$ cat config.mk
export PLATFORM = sky130hd
export DESIGN_NAME = rect_drop_sequencer
export DESIGN_NICKNAME = d
export VERILOG_FILES = /design/src/rtl/rect_drop_pkg.sv /design/src/rtl/rect_drop_sequencer_rising_edge_det.sv /design/src/rtl/rect_drop_sequencer.sv
export SDC_FILE = /design/constraint.sdc
export NUM_CORES = 1
export LEC_CHECK = 0
export CAP_MARGIN = 20
export CORE_MARGIN = 4
export CORE_UTILIZATION = 65
export DETAILED_ROUTE_END_ITERATION = 10
export GPL_TIMING_DRIVEN = 0
export PLACE_DENSITY = 0.85
export SLEW_MARGIN = 20
export SYNTH_ARGS = -nofsm -noshare
export SYNTH_HDL_FRONTEND = slang
export SYNTH_SLANG_ARGS = --single-unit
$ cat constraint.sdc
create_clock -name clk -period 10.8 [get_ports clk]
set_clock_uncertainty 0.15 [all_clocks]
set_input_delay 1.62 -clock clk [delete_from_list [all_inputs] [get_ports clk]]
set_output_delay 1.62 -clock clk [all_outputs]
set_load 0.01 [all_outputs]
$ cat src/rtl/rect_drop_pkg.sv
`default_nettype none
// ============================================================================
//  Module      : rect_drop_pkg
//  Description : Shared types and constants for the rectangle drop sequencer.
//                Holds the sequencer state encoding, the Q8.8 fractional
//                width and the default floor position derived from the
//                visible screen height and the rectangle height.
//  Revision    : 1.0 - initial release
// ============================================================================
package rect_drop_pkg;

   typedef enum logic [1:0] {
      FOLLOW = 2'd0,
      FALL   = 2'd1,
      REST   = 2'd2
   } drop_state_t;

   localparam int FRAC_BITS      = 8;
   localparam int VISIBLE_HEIGHT = 600;
   localparam int RECT_HEIGHT    = 64;
   // Lowest ypos at which the rectangle is still fully visible.
   localparam int DEFAULT_FLOOR  = VISIBLE_HEIGHT - RECT_HEIGHT;

endpackage
`default_nettype wire

$ cat src/rtl/rect_drop_sequencer_rising_edge_det.sv
`default_nettype none
// ============================================================================
//  Module      : rising_edge_det
//  Description : Single-cycle pulse on a 0->1 transition of a level input
//                that is already in the clk domain.
//  Ports       : clk   - clock
//                rst   - asynchronous active-low reset (clears history)
//                d     - level input
//                pulse - high for one cycle when d rises
//  Revision    : 1.0 - initial release
// ============================================================================
module rising_edge_det (
   input  logic clk,
   input  logic rst,
   input  logic d,
   output logic pulse
);

   logic r_d_q;

   always_ff @(posedge clk or negedge rst) begin
      if (!rst) begin
         r_d_q <= 1'b0;
      end else begin
         r_d_q <= d;
      end
   end

   assign pulse = d & ~r_d_q;

endmodule
`default_nettype wire

$ cat src/rtl/rect_drop_sequencer.sv
`default_nettype none
// ============================================================================
//  Module      : rect_drop_sequencer
//  Description : Drives the rectangle position through three phases:
//                follow the mouse, fall under gravity with damped bounces,
//                and rest on the floor. Physics advances once per frame on
//                the vsync rising edge.
//  Ports       : clk        - pixel clock
//                rst        - asynchronous active-low reset
//                vsync      - frame sync, active high, clk domain
//                mouse_left - left button level
//                mouse_xpos - mouse x in pixels (12 bit)
//                mouse_ypos - mouse y in pixels (12 bit)
//                xpos       - rectangle x, registered
//                ypos       - rectangle y (integer part), registered
//                busy       - high while falling
//                bounce_cnt - bounces since the last drop
//  Revision    : 1.0 - initial release
// ============================================================================
module rect_drop_sequencer
   import rect_drop_pkg::*;
#(
   parameter int FLOOR       = DEFAULT_FLOOR,
   parameter int GRAVITY     = 64,
   parameter int DAMP_SHIFT  = 1,
   parameter int MIN_VEL     = 256,
   parameter int MAX_BOUNCES = 8,
   parameter int VMAX        = 16383
) (
   input  logic        clk,
   input  logic        rst,
   input  logic        vsync,
   input  logic        mouse_left,
   input  logic [11:0] mouse_xpos,
   input  logic [11:0] mouse_ypos,
   output logic [11:0] xpos,
   output logic [11:0] ypos,
   output logic        busy,
   output logic [3:0]  bounce_cnt
);

   localparam logic signed [20:0] c_floor_fp    = 21'(FLOOR << FRAC_BITS);
   localparam logic        [11:0] c_floor_px    = 12'(FLOOR);
   localparam logic signed [16:0] c_vmax        = 17'(VMAX);
   localparam logic signed [16:0] c_vneg        = 17'(-VMAX);
   localparam logic signed [16:0] c_gravity     = 17'(GRAVITY);
   localparam logic        [15:0] c_min_vel     = 16'(MIN_VEL);
   localparam logic        [4:0]  c_max_bounces = 5'(MAX_BOUNCES);

   drop_state_t        r_state;
   logic [11:0]        r_xpos;
   logic [19:0]        r_pos_fp;      // unsigned Q12.8
   logic signed [15:0] r_vel;         // signed Q8.8
   logic [3:0]         r_bounce_cnt;
   logic               r_busy;

   logic               w_tick;
   logic               w_click;
   logic signed [16:0] w_vsum;
   logic signed [15:0] w_va;
   logic signed [20:0] w_pn;
   logic [15:0]        w_abs_va;
   logic [15:0]        w_vd;
   logic [4:0]         w_bc_inc;
   logic [3:0]         w_bc_sat;
   logic               w_bounce;
   logic               w_ceiling;
   logic               w_stop;
   logic [11:0]        w_mouse_y_clamped;

   rising_edge_det u_vsync_edge (
      .clk   (clk),
      .rst   (rst),
      .d     (vsync),
      .pulse (w_tick)
   );

   rising_edge_det u_click_edge (
      .clk   (clk),
      .rst   (rst),
      .d     (mouse_left),
      .pulse (w_click)
   );

   // One physics step, evaluated every cycle but only committed on a tick.
   always_comb begin
      w_vsum = {r_vel[15], r_vel} + c_gravity;
      if (w_vsum > c_vmax) begin
         w_va = c_vmax[15:0];
      end else if (w_vsum < c_vneg) begin
         w_va = c_vneg[15:0];
      end else begin
         w_va = w_vsum[15:0];
      end

      // 21-bit signed so an upward overshoot past row 0 shows as negative.
      w_pn = $signed({1'b0, r_pos_fp}) + $signed({{5{w_va[15]}}, w_va});

      w_abs_va = w_va[15] ? 16'(-w_va) : 16'(w_va);
      w_vd     = w_abs_va - (w_abs_va >> DAMP_SHIFT);

      w_bounce  = (w_pn >= c_floor_fp);
      w_ceiling = w_pn[20];

      // Unsaturated count decides termination; the visible count saturates.
      w_bc_inc = {1'b0, r_bounce_cnt} + 5'd1;
      w_bc_sat = (r_bounce_cnt == 4'hF) ? 4'hF : w_bc_inc[3:0];
      w_stop   = (w_vd < c_min_vel) || (w_bc_inc >= c_max_bounces);

      w_mouse_y_clamped = (mouse_ypos > c_floor_px) ? c_floor_px : mouse_ypos;
   end

   always_ff @(posedge clk or negedge rst) begin
      if (!rst) begin
         r_state      <= FOLLOW;
         r_xpos       <= 12'd0;
         r_pos_fp     <= 20'd0;
         r_vel        <= 16'sd0;
         r_bounce_cnt <= 4'd0;
         r_busy       <= 1'b0;
      end else begin
         case (r_state)
            FOLLOW: begin
               if (w_click) begin
                  // Position freezes at the last tracked value; a tick in
                  // this same cycle does not start physics.
                  r_state      <= FALL;
                  r_vel        <= 16'sd0;
                  r_bounce_cnt <= 4'd0;
                  r_busy       <= 1'b1;
               end else begin
                  r_xpos   <= mouse_xpos;
                  r_pos_fp <= {w_mouse_y_clamped, 8'h00};
               end
            end

            FALL: begin
               if (w_tick) begin
                  if (w_bounce) begin
                     r_pos_fp     <= c_floor_fp[19:0];
                     r_bounce_cnt <= w_bc_sat;
                     if (w_stop) begin
                        r_vel   <= 16'sd0;
                        r_state <= REST;
                        r_busy  <= 1'b0;
                     end else begin
                        r_vel <= -$signed(w_vd);
                     end
                  end else if (w_ceiling) begin
                     r_pos_fp <= 20'd0;
                     r_vel    <= 16'sd0;
                  end else begin
                     r_pos_fp <= w_pn[19:0];
                     r_vel    <= w_va;
                  end
               end
            end

            REST: begin
               if (w_click) begin
                  r_state <= FOLLOW;
               end
            end

            default: begin
               r_state <= FOLLOW;
               r_busy  <= 1'b0;
            end
         endcase
      end
   end

   assign xpos       = r_xpos;
   assign ypos       = r_pos_fp[19:8];
   assign busy       = r_busy;
   assign bounce_cnt = r_bounce_cnt;

endmodule
`default_nettype wire

==> metrics.csv <==
stage,metric,value,unit
status,status,"complete, no violations",
finish,layout cells sized above 1,9.18,%
critical_path,critical path class,flop to flop,
sta,RSZ-0062 raised after global routing,no,
sta,Tightest Pin Transition,0.968,ns
clock_network,clock root buffer,clkbuf_8,
yosys,post-synthesis cell count,853,
yosys,syn avg cell area,7.69,um2
sta,FMAX,109,MHz
finish,register area,1430,um2
finish,Inserted Diodes,0,
grt,met3 Usage GRT,8.66,%
route,drc violations,0,
critical_path,r2r setup slk,1.60,ns
critical_path,crit end category,flop,
route,Total Wirelength,21900,um
grt,"Most Used Layer, Global Route",met2,
critical_path,CP most frequent cell,ha_1,
yosys,Synth Register Bits,57,
yosys,Synth Net Count,918,
route,DR vias/cell,7.01,
yosys,yosys warns,0,
sta,Final Setup Violations,0,
yosys,Mapped Area,6560,um2
sta,Final Hold Fails,0,
yosys,synth unique cells,94,
grt,met1 Use GR,50.5,%
yosys,"EDFF count, synth",0,
floorplan,Horiz. Die Dim,108,um
route,Pre-antenna DRT Iters,8,
clock_network,CTS Buf Count,9,
grt,vias in the first global route,7009,
grt,GR Util met2,60.3,%
clock_network,Clock Latency Late Sink,0.36,ns
yosys,"Seq/Total Area, Yosys",21.7,%
route,ANT nets after route,0,
yosys,Main synth FF type,dfrtp_1,
floorplan,Starting Density,66.8,%
critical_path,Crit path arrival time,9.27,ns
yosys,post-synth top area cell,dfrtp_1,
grt,largest net degree at the start of global routing,36,
critical_path,worst-path cell with the longest stage delay,o21ai_1,
grt,first-pass GRT wire length,35400,um
clock_network,clk slew on worst S/H paths,0.09,ns
yosys,"top cells by count, synth","115 x nand2_1, 63 x nor2_1, 57 x dfrtp_1, 53 x a21oi_1, 45 x inv_1",
placement,GP Congestion,1.01,
sta,Final Max Slew Viols,0,
yosys,"top cells by area, synth","dfrtp_1 22%, ha_1 6.7%, nand2_1 6.6%",
clock_network,CTS tree,yes,
critical_path,Critical Path Max Stage Delay,0.65,ns
hold_path,Hold Startpoint,xpos[9],
route,DR iter-0 viols,885,
yosys,top-area cell type share of the netlist area,21.7,%
grt,total grt overflow,0,
job,max-cap viol count,0,
critical_path,critical path peak fanout,10,
clock_network,# Post-CTS Setup Buffers,0,
clock_network,H-Tree Level Count,3,
critical_path,worst r2r src,r_vel[6],
placement,I/O Buffers,56,
yosys,async set-reset flop share out of synthesis,100,%
critical_path,WP data required,10.87,ns
floorplan,DIE AREA,11800,um2
placement,DP HPWL,16300,um
sta,Final Cycle Share,85.2,%
sta,setup_tns,0,ns
route,drt wl/cell,20.7,um
floorplan,Cell Rows,36,
finish,Layout Area Growth over Synthesis,14.5,%
route,Via Count,7422,
grt,initial antenna violation count,0,
floorplan,die height,108,um
clock_network,CTS Buffer Depth,2,
clock_network,Resized cells post-CTS,0,
yosys,most common cell in the netlist,nand2_1,
clock_network,CTS sink count,57,
floorplan,Core Region,9820,um2
sta,Max-slew headroom,35.4,%
critical_path,Worst setup startpoint,r_vel[6],
critical_path,Critical Path Source Type,flop,
hold_path,Hold Crit Class,flop to flop,
floorplan,I/O Pins,57,
sta,Tmin final,9.20,ns
clock_network,Post-CTS Hold Fix Bufs,0,
finish,footprint of the multi-input gates,4690,um2
finish,nets,986,
finish,fillcell total,736,
grt,GRT Overall Usage,37.8,%
## worst paths after layout
kind,end,cells past startpoint
max,r_vel[9],28
min,xpos[9],2
max reg2reg,r_vel[9],28
min reg2reg,xpos[9],2
max in group asynchronous,r_pos_fp[11],2
min in group asynchronous,r_vel[12],1
## sequential cells by signal, summed over array words and instances, names as in the netlist
register / flops
bounce_cnt: 4
r_vel: 16
busy: 1
u_vsync_edge.r_d_q: 1
r_pos_fp: 20
u_click_edge.r_d_q: 1
xpos: 12
r_state: 2
## metrics by stage
step	hold slack, ns	util (%)	cells	setup WS, ns	cell area (um2)
4_1_cts	0.337	76.6	1059	1.87	7520
5_1_grt	0.370	76.6	1059	1.18	7520
3_5_place_dp	0.316	74.4	1043	1.93	7310
2_1_floorplan	0.300	-	853	3.56	6560
6_report	0.335	76.6	1059	1.60	7520
3_3_place_gp	0.308	74.2	1042	2.06	7290
## cells by family (layout without fill, tap and decap cells)
| kind of cell | Yosys count | in the layout | share of synthesized area, % |
|---|---|---|---|
| AND/OR/NAND/NOR | 325 | 325 | 24.4 |
| AO/OA/AOI/OAI | 279 | 279 | 32.4 |
| buffers and inverters | 100 | 173 | 6.75 |
| flip-flops | 57 | 57 | 21.7 |
| XOR/XNOR | 47 | 47 | 6.27 |
| adder cells (fa/ha/maj) | 39 | 39 | 7.59 |
| multiplexers | 5 | 5 | 0.801 |
| other | 1 | 1 | 0.0571 |
## critical path, delay by kind of cell, from the launching register on
family,cells,cell delay [ns]
AOI/OAI and AO/OA,11,3.61
and+or+nand+nor,8,2.15
adders and majority gates,3,1.15
DFF,1,0.43
buffers and inverters,6,1.53
## area by class of cell
class	instances	area share [%]
Buffer	54	3.60
Inverter	46	2.30
Clock inverter	7	1.13
Multi-Input combinational cell	696	62.5
Sequential cell	57	19.0
Timing Repair Buffer	57	7.69
Clock buffer	9	1.65
Tap cell	133	2.21
## layer usage
metal  part of all wire, %  wire length (um)
met1                    40              8730
met2                    46             10100
met3                    11              2450
met4                   3.0               654
met5                     0                 0
## cell usage in the layout (no fill, tap or decap), drive strengths merged, types with 10 or more instances in the layout
cell / synthesis / final
a21oi: 54 / 54
inv: 46 / 50
o211ai: 16 / 16
a211oi: 15 / 15
nand4: 12 / 12
o221ai: 13 / 13
a31oi: 15 / 15
buf: 21 / 23
nor3: 30 / 30
xnor2: 29 / 29
clkbuf: 33 / 42
nand3: 28 / 28
clkdlybuf4s50: 0 / 55
xor2: 18 / 18
ha: 35 / 35
nand2: 115 / 115
a21o: 24 / 24
nor2b: 11 / 11
o31ai: 10 / 10
nor2: 63 / 63
o21ai: 38 / 38
or3: 11 / 11
dfrtp: 57 / 57
Power is not shown: default switching activity piles up to over one toggle a cycle in this logic, so the estimate is an artifact.
